File: src/rtl/button_event_decoder.sv
// ---------------------------------------------------------------------------
// button_event_decoder
//
// Turns debounced cursor-key levels into discrete events (PRESS, LONG,
// REPEAT, RELEASE) delivered through a one-entry valid/ready holding
// register. Only one button is tracked at a time: the lowest-index button
// seen pressed from IDLE. After it is released, every button must go low
// before a new press is recognised.
//
// Build option:
//   BTN_AUTOREPEAT_EN  defined   -> after LONG, REPEAT events every
//                                   REPEAT_CYCLES while the button is held.
//                      undefined -> after LONG, the FSM waits only for the
//                                   release; kind 2'b10 is never produced.
//
// Ports:
//   clk        system clock
//   reset      asynchronous, active-low reset
//   btn        debounced button levels, 1 = pressed
//   evt_valid  holding register contains an event
//   evt_ready  consumer accepts the event on a clk edge with evt_valid
//   evt_code   index of the button that produced the event
//   evt_kind   00 PRESS, 01 LONG, 10 REPEAT, 11 RELEASE
//   evt_ovf    sticky: an event was dropped because the register was full
//   busy       FSM not in IDLE
// ---------------------------------------------------------------------------
module button_event_decoder #(
  parameter int N_BTN         = 5,
  parameter int LONG_CYCLES   = 50000000,
  parameter int REPEAT_CYCLES = 10000000,
  parameter int CW            = 32
) (
  input  logic             clk,
  input  logic             reset,
  input  logic [N_BTN-1:0] btn,
  output logic             evt_valid,
  input  logic             evt_ready,
  output logic [2:0]       evt_code,
  output logic [1:0]       evt_kind,
  output logic             evt_ovf,
  output logic             busy
);

  localparam logic [1:0] K_PRESS   = 2'b00;
  localparam logic [1:0] K_LONG    = 2'b01;
  localparam logic [1:0] K_REPEAT  = 2'b10;
  localparam logic [1:0] K_RELEASE = 2'b11;

  localparam logic [CW-1:0] LONG_LAST = CW'(LONG_CYCLES - 1);
  localparam logic [CW-1:0] REP_LAST  = CW'(REPEAT_CYCLES - 1);

`ifdef BTN_AUTOREPEAT_EN
  typedef enum logic [1:0] {WAIT_ALL, IDLE, HELD, REPEAT} state_t;
`else
  typedef enum logic [1:0] {WAIT_ALL, IDLE, HELD, HELD_LONG} state_t;
`endif

  state_t           state;
  logic [CW-1:0]    counter;
  logic [N_BTN-1:0] cur_mask;   // one-hot mask of the tracked button
  logic [2:0]       cur_code;

  logic [N_BTN-1:0] low_mask;
  logic [2:0]       low_code;
  logic             cur_held;
  logic             at_term;
  logic             gen;
  logic [1:0]       gen_kind;
  logic [2:0]       gen_code;
  logic             load;

  always_comb begin
    // Two's-complement trick isolates the lowest set bit.
    low_mask = btn & (~btn + N_BTN'(1));
    low_code = '0;
    for (int i = N_BTN - 1; i >= 0; i--) begin
      if (btn[i]) low_code = 3'(i);
    end

    cur_held = |(btn & cur_mask);
    // Terminal count depends on which hold phase the FSM is in.
    at_term  = (counter == ((state == HELD) ? LONG_LAST : REP_LAST));

    gen      = 1'b0;
    gen_kind = K_PRESS;
    gen_code = cur_code;
    case (state)
      IDLE: begin
        if (|btn) begin
          gen      = 1'b1;
          gen_kind = K_PRESS;
          gen_code = low_code;
        end
      end
      HELD: begin
        // Release wins over a terminal count in the same cycle.
        if (!cur_held) begin
          gen      = 1'b1;
          gen_kind = K_RELEASE;
        end else if (at_term) begin
          gen      = 1'b1;
          gen_kind = K_LONG;
        end
      end
`ifdef BTN_AUTOREPEAT_EN
      REPEAT: begin
        if (!cur_held) begin
          gen      = 1'b1;
          gen_kind = K_RELEASE;
        end else if (at_term) begin
          gen      = 1'b1;
          gen_kind = K_REPEAT;
        end
      end
`else
      HELD_LONG: begin
        if (!cur_held) begin
          gen      = 1'b1;
          gen_kind = K_RELEASE;
        end
      end
`endif
      default: ;
    endcase

    // A slot is free when empty or being drained this very edge.
    load = gen && (!evt_valid || evt_ready);
  end

  always_ff @(posedge clk or negedge reset) begin
    if (!reset) begin
      state     <= WAIT_ALL;
      counter   <= '0;
      cur_mask  <= '0;
      cur_code  <= '0;
      evt_valid <= 1'b0;
      evt_code  <= '0;
      evt_kind  <= K_PRESS;
      evt_ovf   <= 1'b0;
      busy      <= 1'b1;
    end else begin
      // Holding register
      if (load) begin
        evt_valid <= 1'b1;
        evt_code  <= gen_code;
        evt_kind  <= gen_kind;
      end else if (evt_valid && evt_ready) begin
        evt_valid <= 1'b0;
      end
      if (gen && !load) evt_ovf <= 1'b1;

      // Control FSM
      case (state)
        WAIT_ALL: begin
          if (btn == '0) begin
            state <= IDLE;
            busy  <= 1'b0;
          end
        end
        IDLE: begin
          if (|btn) begin
            state    <= HELD;
            busy     <= 1'b1;
            cur_mask <= low_mask;
            cur_code <= low_code;
            counter  <= '0;
          end
        end
        HELD: begin
          if (!cur_held) begin
            state <= WAIT_ALL;
          end else if (at_term) begin
            counter <= '0;
`ifdef BTN_AUTOREPEAT_EN
            state   <= REPEAT;
`else
            state   <= HELD_LONG;
`endif
          end else begin
            counter <= counter + CW'(1);
          end
        end
`ifdef BTN_AUTOREPEAT_EN
        REPEAT: begin
          if (!cur_held) begin
            state <= WAIT_ALL;
          end else if (at_term) begin
            counter <= '0;
          end else begin
            counter <= counter + CW'(1);
          end
        end
`else
        HELD_LONG: begin
          if (!cur_held) state <= WAIT_ALL;
        end
`endif
        default: begin
          state <= WAIT_ALL;
          busy  <= 1'b1;
        end
      endcase
    end
  end

endmodule

File: config.mk
export PLATFORM = sky130hd
export DESIGN_NAME = button_event_decoder
export DESIGN_NICKNAME = d
export VERILOG_FILES = /design/src/rtl/button_event_decoder.sv
export SDC_FILE = /design/constraint.sdc
export NUM_CORES = 1
export LEC_CHECK = 0
export BUFFER_PORTS_ARGS = -buffer_cell sky130_fd_sc_hd__buf_2
export CAP_MARGIN = 30
export CELL_PAD_IN_SITES_DETAIL_PLACEMENT = 1
export CELL_PAD_IN_SITES_GLOBAL_PLACEMENT = 1
export CORE_MARGIN = 1.5
export CORE_UTILIZATION = 40
export DETAILED_ROUTE_END_ITERATION = 7
export PLACE_DENSITY_LB_ADDON = 0.05
export SYNTH_ARGS = -nofsm -noshare
export SYNTH_HDL_FRONTEND = slang
export SYNTH_SLANG_ARGS = --single-unit
File: constraint.sdc
create_clock -name clk -period 2.6 [get_ports clk]
set_input_delay 0.52 -clock clk [delete_from_list [all_inputs] [get_ports clk]]
set_output_delay 0.52 -clock clk [all_outputs]
set_load 0.02 [all_outputs]
==> results_dict.tcl <==
set metrics [dict create \
    yosys.area_share.simple_pct 24.29 \
    final_cell_mix "dfrtp_1 (49), nand2_1 (32), buf_4 (27), a21oi_1 (22), o21ai_0 (20)" \
    multi_input_area_um2 1311 \
    gp_congestion 0.8032 \
    dpl.cell_count 390 \
    wl_per_cell_um 16.36 \
    io_buffers 15 \
    vias 2280 \
    synthFlopType "dfrtp_1" \
    final_common_cell "dfrtp_1" \
    cts_tree "built" \
    clkLatencyLatePin_ns 0.31 \
    drtPass1Iterations 4 \
    drt_iter0_drc 74 \
    fill_cells 745 \
    synth_top_family_by_area "simple AND/OR/NAND/NOR gates" \
    gr-total-overflow 0 \
    required_ns 2.80 \
    worst_slack_ns 0.09144 \
    pre_cts_slack_ns 0.05625 \
    synth_cells 286 \
    synth_edf_count 0 \
    status "complete, no violations" \
    ant_nets 0 \
    post-dp-hpwl_um 4757 \
    grt_pass1_wl_um 11140 \
    postSynth.asyncResetShare_pct 100.0 \
    die_area_um2 7171 \
    drv_slew 0 \
    final_util_pct 48.43 \
    initial_core_util_pct 41.79 \
    synthMuxAreaShare_pct 2.438 \
    ys_ff_latch 50 \
    ys_seq_area_share_pct 46.93 \
    gr-usage-met1_pct 27.70 \
    period_needed_ns 2.509 \
    htreeDepth 2 \
    setup_viol 0 \
    postSynthNetCount 295 \
    fin_crit_sh_pct 96.48 \
    p_per_area_nw_per_um2 840.8 \
    core_um2 6386 \
    crit_path_frequent_cell "or4_4" \
    cp-end-kind "flip-flop" \
    busiest_layer "met2" \
    antenna_cells 0 \
    grt_pass1_vias 2280 \
    die_w_um 84.68 \
    worstPathMaxFanout 5 \
    finalHoldViolCount 0 \
    fin_worst_skew_ns 0.009083 \
    routed_via_density 5.686 \
    path_clk_slew_ns 0.10 \
    fin_tns_setup_ns 0 \
    yosysWarnings 0 \
    row_count 29 \
    rsz0062_at_grt "false" \
    synth_compound_area_share_pct 18.57 \
    regArea_um2 1252 \
    track_usage_pct 19.31 \
    use_met3_pct 2.950 \
    tightestPinTransition_ns 0.6525 \
    synth-adder-area-share_pct 0.4688 \
    cts_root_buffer "clkbuf_8" \
    netlist_area_um2 2669 \
    grt_max_degree 51 \
    cp_slowest_cell "or4_4" \
    cp.arrival_ns 2.71 \
    max_stage_delay_ns 0.57 \
    drc_errors 0 \
    crit_type "flip-flop to flip-flop" \
    relSlewSlack_pct 56.50 \
    cts_buffers 5 \
    leakagePower_nw 1.308 \
    num_io_pins 16 \
    die_height_um 84.68 \
    nets 332 \
    total_power_mw 2.601 \
    ys_types 50 \
    drv.max_cap_violation_count 0 \
    finalWirelength_um 6561 \
    synth-xor-area-share_pct 3.282 \
    ctsLongestPathBuffers 2 \
    final_cell_count_no_fill 401 \
    vdd_drop_max_mv 0.4509 \
    r2r_cells 6 \
    cp-start-kind "flip-flop" \
    antenna_found_initial 0 \
    layout-drive-gt1-share_pct 19.14 \
    crit_chain "ha_2 > nand3_2 > or4_4 > or4_4 > a21oi_4 > mux2_4" \
    fmax_mhz 398.6 \
    met2_usage_pct 30.66 \
    clock_sinks 50 \
    hp-class "primary input to asynchronous set/reset pin" \
    avgSynthCellArea_um2 9.332 \
    syn_to_final_growth_pct 15.89 \
]
-- through the flow --
| step | hold WS (ns) | area (um2) |
|---|---|---|
| after floorplan | 0.2244 | 2669 |
| after global placement | 0.4548 | 2978 |
| after detailed placement | 0.4615 | 2978 |
| after CTS | 0.1957 | 3068 |
| after global routing | 0.2041 | 3093 |
| final | 0.1725 | 3093 |
-- power by group --
part	switching, mW	leakage (nW)	internal [mW]
clock	0.282	0.0441	0.190
sequential	0.0910	0.663	0.929
combinational	0.654	0.601	0.454
-- metal layers --
layer  vias to the layer above  wire (um)  part of all wire, %
met3                         4        116                  1.8
met1                      1136       3371                   51
met4                         0         44                 0.67
met5                         -          0                    0
met2                        18       3028                   46
li1                       1122          -                    -
-- cells by family after synthesis --
logic type / after synthesis
xor+xnor: 10
flops: 50
mux: 5
fa+ha+maj: 1
simple gates: 116
buf+inv: 25
compound gates: 79
-- sequential cells by signal, indices dropped and copies added, names as in the netlist --
register   cells
busy           1
evt_kind       2
cur_code       3
counter       32
cur_mask       5
evt_ovf        1
state          2
evt_valid      1
evt_code       3
-- critical path, delay by kind of cell, from the launching register on --
family	cells	cell delay, ns
simple gates	3	1.26
fa+ha+maj	1	0.20
compound gates	1	0.25
mux	1	0.32
flops	1	0.37
-- cell type report --
class / instances / area share, %
clock buffers: 5 / 2.225
clock inverters: 3 / 0.6877
inverters: 12 / 1.456
multi-input cells: 211 / 42.39
flip-flops and latches: 50 / 40.49
well taps: 77 / 3.115
repair buffers: 43 / 9.628
-- cell usage after synthesis (6+ instances only) --
cell type   n  share of area (%)
a21oi_1    22                4.1
clkbuf_1    6               0.84
dfrtp_1    49                 46
inv_1      12                1.7
nand2_1    32                4.5
nand3_1    11                2.1
nand4_1     8                1.9
nor2_1     15                2.1
o2111ai_1   6                2.0
o21ai_0    20                3.8
or3_1      13                3.0
xor2_1      7                2.3
-- worst paths after layout --
| check | startpoint | endpoint | slack [ns] |
|---|---|---|---|
| setup / recovery | counter[0] | evt_code[0] | 0.09 |
| hold / removal | reset | cur_mask[0] | 0.17 |
| setup reg to reg | counter[0] | evt_code[0] | 0.09 |
| hold reg to reg | busy | busy | 0.47 |
| max in group asynchronous | reset | busy | 2.14 |
| min in group clk | busy | busy | 0.47 |
-- what timing repair did --
action | in CTS | in global routing
setup endpoints to repair | 0 | 3
hold buffers | 0 | 0
resized for setup | 0 | 1
setup buffers | 0 | 3
Power figures use the tool's default switching activity.
